$ cat src/rtl/zueirai_int_ctrl.sv
// Vectored interrupt controller: synchronised edge capture, pending latch, fixed-priority
// req/ack/eoi handshake. Define ZUEIRAI_INT_NEST_EN for preemptive nesting with an in-service stack.
module zueirai_int_ctrl #(
  parameter int N_CH        = 8,
  parameter int SYNC_STAGES = 2,
  parameter int VEC_W       = $clog2(N_CH)
) (
  input  logic                 clk,
  input  logic                 rst,
  input  logic [N_CH-1:0]      int_io,
  input  logic [2*N_CH-1:0]    int_mode,
  input  logic [N_CH-1:0]      int_en,
  input  logic [N_CH-1:0]      int_clr,
  input  logic                 int_ack,
  input  logic                 int_eoi,
  output logic                 int_flag,
  output logic [VEC_W-1:0]     int_vec,
  output logic [N_CH-1:0]      int_pending,
  output logic                 int_busy
);

  typedef enum logic [1:0] {IDLE, REQ, SERVICE} state_t;

  logic [N_CH-1:0]  sync_p [SYNC_STAGES];
  logic [N_CH-1:0]  line_s;
  logic [N_CH-1:0]  prev_p1;
  logic [N_CH-1:0]  rise, fall, hit;
  logic [N_CH-1:0]  pend_q, pend_set, ack_clr, req;
  logic [VEC_W-1:0] enc;
  logic             withdraw;
  state_t           state_q, state_d;
  logic [VEC_W-1:0] vec_q, vec_d;

  function automatic logic [VEC_W-1:0] enc_lowest(input logic [N_CH-1:0] r);
    enc_lowest = '0;
    for (int i = N_CH - 1; i >= 0; i--)
      if (r[i]) enc_lowest = VEC_W'(i);
  endfunction

  // Stage p0: synchroniser chain, p1: previous sample for edge detection
  always_ff @(posedge clk or negedge rst) begin
    if (!rst) begin
      for (int i = 0; i < SYNC_STAGES; i++) sync_p[i] <= '0;
      prev_p1 <= '0;
    end else begin
      sync_p[0] <= int_io;
      for (int i = 1; i < SYNC_STAGES; i++) sync_p[i] <= sync_p[i-1];
      prev_p1 <= line_s;
    end
  end

  assign line_s = sync_p[SYNC_STAGES-1];
  assign rise   = line_s & ~prev_p1;
  assign fall   = ~line_s & prev_p1;

  always_comb begin
    hit = '0;
    for (int i = 0; i < N_CH; i++) begin
      case (int_mode[2*i +: 2])
        2'b01:   hit[i] = rise[i];
        2'b10:   hit[i] = fall[i];
        2'b11:   hit[i] = rise[i] | fall[i];
        default: hit[i] = 1'b0;
      endcase
    end
  end

  // Stage p2: pending latch; a fresh edge beats any clear in the same cycle
  always_ff @(posedge clk or negedge rst) begin
    if (!rst) pend_q <= '0;
    else      pend_q <= (pend_q & ~int_clr & ~ack_clr) | hit;
  end

  assign pend_set = (pend_q & ~int_clr) | hit;
  assign req      = pend_q & int_en;
  assign enc      = enc_lowest(req);
  assign withdraw = ~int_en[vec_q] | ~pend_set[vec_q];

`ifdef ZUEIRAI_INT_NEST_EN
  localparam int SP_W = $clog2(N_CH + 1);
  logic [VEC_W-1:0] stk_q [N_CH];
  logic [SP_W-1:0]  sp_q;
  logic             push, pop;

  always_ff @(posedge clk or negedge rst) begin
    if (!rst)      sp_q <= '0;
    else if (push) sp_q <= sp_q + 1'b1;
    else if (pop)  sp_q <= sp_q - 1'b1;
  end

  always_ff @(posedge clk) begin
    if (push) stk_q[VEC_W'(sp_q)] <= vec_q;
  end
`endif

  always_ff @(posedge clk or negedge rst) begin
    if (!rst) begin
      state_q <= IDLE;
      vec_q   <= '0;
    end else begin
      state_q <= state_d;
      vec_q   <= vec_d;
    end
  end

  always_comb begin
    state_d = state_q;
    vec_d   = vec_q;
    ack_clr = '0;
`ifdef ZUEIRAI_INT_NEST_EN
    push    = 1'b0;
    pop     = 1'b0;
`endif
    case (state_q)
      IDLE: begin
        if (|req) begin
          state_d = REQ;
          vec_d   = enc;
        end
      end
      REQ: begin
        // Withdrawal takes precedence over an ack arriving in the same cycle
        if (withdraw) begin
          state_d = IDLE;
`ifdef ZUEIRAI_INT_NEST_EN
          if (sp_q != '0) begin
            state_d = SERVICE;
            vec_d   = stk_q[VEC_W'(sp_q - 1'b1)];
          end
`endif
        end else if (int_ack) begin
          state_d          = SERVICE;
          ack_clr[vec_q]   = 1'b1;
`ifdef ZUEIRAI_INT_NEST_EN
          push             = 1'b1;
`endif
        end
      end
      SERVICE: begin
        if (int_eoi) begin
          state_d = IDLE;
`ifdef ZUEIRAI_INT_NEST_EN
          pop = 1'b1;
          if (sp_q > SP_W'(1)) begin
            state_d = SERVICE;
            vec_d   = stk_q[VEC_W'(sp_q - SP_W'(2))];
          end
`endif
        end
`ifdef ZUEIRAI_INT_NEST_EN
        else if ((|req) && (enc < vec_q)) begin
          state_d = REQ;
          vec_d   = enc;
        end
`endif
      end
      default: state_d = IDLE;
    endcase
  end

  assign int_flag    = (state_q == REQ);
  assign int_vec     = vec_q;
  assign int_pending = pend_q;
`ifdef ZUEIRAI_INT_NEST_EN
  assign int_busy    = (state_q == SERVICE) || ((state_q == REQ) && (sp_q != '0));
`else
  assign int_busy    = (state_q == SERVICE);
`endif

endmodule

$ cat config.mk
export PLATFORM = sky130hd
export DESIGN_NAME = zueirai_int_ctrl
export DESIGN_NICKNAME = d
export VERILOG_FILES = /design/src/rtl/zueirai_int_ctrl.sv
export SDC_FILE = /design/constraint.sdc
export NUM_CORES = 1
export LEC_CHECK = 0
export ABC_AREA = 1
export ABC_CLOCK_PERIOD_IN_PS = 2600
export CAP_MARGIN = 0
export CORE_MARGIN = 2
export CORE_UTILIZATION = 52
export DETAILED_ROUTE_END_ITERATION = 6
export PLACE_DENSITY = 0.95
export SETUP_SLACK_MARGIN = 0.1
export SLEW_MARGIN = 20
export SYNTH_ARGS = -nofsm -noshare
export SYNTH_HDL_FRONTEND = slang
export SYNTH_SLANG_ARGS = --single-unit
$ cat constraint.sdc
create_clock -name clk -period 2.6 [get_ports clk]
set_input_delay 0.39 -clock clk [delete_from_list [all_inputs] [get_ports clk]]
set_output_delay 0.39 -clock clk [all_outputs]
set_load 0.02 [all_outputs]
==> impl_results.md <==
- GR Overflow Total: 0
- Final nets: 396
- R2R Setup Slk: between 0.8 and 0.9 ns
- GR Util All Layers: 0.219
- Later-pin clock latency in the skew report: 0.29 ns
- Worst setup EP type: primary output
- Synthesized-area fraction occupied by xor and xnor cells: 0
- RR Startpoint: line_s[6]$_DFF_PN0_
- FILL cells: 335
- Initial Utilization: 0.535
- Lkg Pwr: approximately 0.0015 uW
- EDFF count, synth: 0
- Async set-reset flop share out of synthesis: 1.00
- Hold-fix buffers, CTS: 0
- Max_cap viols: 0
- TNS Setup: 0 ns
- Slowest CP cell: clkdlybuf4s50_1
- Worst slew pin tran: 0.805 ns
- Worst reg2reg path depth: 12
- Post-synth top cells: 65 x nand2_1, 51 x inv_1, 37 x dfrtp_1, 37 x nor2_1, 30 x nand3_1
- CP top delay family: buffers and inverters
- Placed inst area: ~0.0027 sq mm
- Initial antenna violation count: 0
- Worst path max stage delay: 0.68 ns
- Post-route minimum period: slightly below 2 ns
- Final hold vios: 0
- Largest family of logic cells by synthesized area: simple AND/OR/NAND/NOR gates
- Pins Over Slew Limit: 0
- Synth Warn #: 0
- IO Port Bufs: 56
- DR iter-0 viols: 98
- Startpoint class of the critical path: flop
- RSZ-0062 raised after global routing: false
- Mux share of post-synthesis cell area: 0
- Drt pass-1 iters: 5
- P&R area growth vs syn: 32.1%
- Yosys top cell area share: 0.436
- Netlist Area Pre-Place: 0.00212 sq mm
- Critical Path Stages: 1
- Post-layout util: 0.706
- Vias in the first global route: between 1500 and 2000
- Post-synthesis compound-gate area fraction: 0.0560
- Part of the cycle the worst path needs: 0.755
- Area leader, netlist: dfrtp_1
- Residual DRC: 0
- Synth Area in Adders: 0.0943
- Worst Hold Class: input pin to asynchronous set/reset pin
- FP Rows: 23
- Crit Path Class: flop to primary output
- Setup bufs post-CTS: 0
- Slew Limit Headroom: 0.463
- Status: completed
- Post-Syn Instances: roughly 280
- Via count: 1927
- DP Wirelength: 3610 microns
- Post-synthesis sequential area ratio: 0.436
- Worst Path Max Fanout: 10
- Pwr dens: about 700 mW/mm^2
- Syn Nets: 335
- Post-Synth Simple-Gate Area: 0.308
- Io pins: 57
- Main synth FF type: dfrtp_1
- Clock-pin slew on the worst setup and hold paths: 0.07 ns
- Final setup vio count: 0
- Final worst-path setup slack: 0.636 ns
- Inserted Diodes: 0
- Peak supply drop: 0.000399 V
- Cts repair resizes: 0
- Worst EP required: 2.21 ns
- Pre-CTS setup slack: 0.709 ns
- Num CTS Buffers: 5
- Synth cell types: 21
- Fmax: 509 MHz
- Crit-path cells: clkdlybuf4s50_1
- Detailed-route wire length per cell: approximately 12 microns
- Fin area: 0.00281 sq mm
- Final WL: 4480 microns
- CTS sink cnt: 37
- Die Y: 67.9 microns
- Area contributors post-synth: dfrtp_1 44%, nand2_1 11%, ha_1 9.4%
- CTS tree: done
- Top-count cell post-synth: nand2_1
- DIE AREA: 0.00461 sq mm
- Global placer's final weighted congestion: 0.829
- Clock Skews: 0.00736 ns
- Mean Syn Cell Area: ~7.7 sq um
- Critical path startpoint: int_vec[0]$_DFFE_PN0P_
- Total Power: 1980 uW
- Flops & latches, synth: 37
- Die width: 67.9 microns
- Post-route ant nets: 0
- Core Area: 0.00397 sq mm
- Max clock buf depth: 2
- Vias/cell: around 5.0
- Critical path arrival: 1.57 ns
- First-pass GRT wire length: 7490 microns
- Root buffer cell: clkbuf_8
- Reg area: 926 sq um
- Reg2reg end: int_pending[1]$_DFF_PN0_
- Crit path buf inv count: 1
- Area occupied by multi-input gates: roughly 970 sq um
- Share of cells above drive strength 1: 0.0565
- CP endpoint: int_vec[0]
- Pin count of the biggest net entering global routing: 38
- H-tree depth: 2
-- report_power, final --
group          switching (uW)  internal [uW]
Clock                     192            210
Combinational             489            354
Sequential               85.9            650
-- layout by cell type, fill, tap and decap left out, types with 5 or more instances in the layout --
| cell type | n |
|---|---|
| clkdlybuf4s50_1 | 55 |
| clkbuf_8 | 6 |
| nand2_1 | 65 |
| nand3_1 | 30 |
| inv_1 | 51 |
| nor2_1 | 37 |
| ha_1 | 16 |
| dfrtp_1 | 37 |
| a21boi_0 | 5 |
| a21oi_1 | 7 |
| o21ai_0 | 5 |
-- logic make-up (layout without fill, tap and decap cells) --
kind of cell,after synthesis,after routing
DFF,37,37
AOI/OAI and AO/OA,20,20
adders and majority gates,16,16
and+or+nand+nor,147,147
buffers and inverters,55,116
-- worst min path at each step --
stage	start	endpoint	slack (ns)	cells after the start
global placement	sync_p[12]$_DFF_PN0_	line_s[4]$_DFF_PN0_	0.33	0
CTS	rst	int_pending[6]$_DFF_PN0_	0.23	1
finish	rst	int_vec[1]$_DFFE_PN0P_	0.19	1
global route	rst	line_s[7]$_DFF_PN0_	0.27	1
detailed placement	sync_p[14]$_DFF_PN0_	line_s[6]$_DFF_PN0_	0.34	0
floorplan	rst	int_pending[0]$_DFF_PN0_	0.09	0
-- sequential cells by signal (all words and copies together) (netlist names) --
register	flops
int_pending	8
line_s	8
prev_p1	8
sync_p	8
int_vec	3
state_q	2
-- routing by layer --
layer / part of all wire / global-route usage / wire length (microns)
met5: 0 / 0 / 0
met4: 0.014 / 0.100 / 61
met3: 0.057 / 0.0477 / 256
met2: 0.50 / 0.385 / 2250
met1: 0.43 / 0.255 / 1910
-- final cells by class --
class | count | share of cell area
multi-input combinational | 183 | 0.347
sequential | 37 | 0.330
timing repair buffer | 56 | 0.198
inverter | 53 | 0.0718
clock buffer | 7 | 0.0308
tap | 50 | 0.0223
-- metrics by stage --
step                      std cells  hold WS (ns)
after global routing            386         0.272
after global placement          379         0.332
after floorplan                 275        0.0944
after detailed placement        379         0.336
after CTS                       386         0.229
final                           386         0.188
Power figures use the tool's default switching activity.
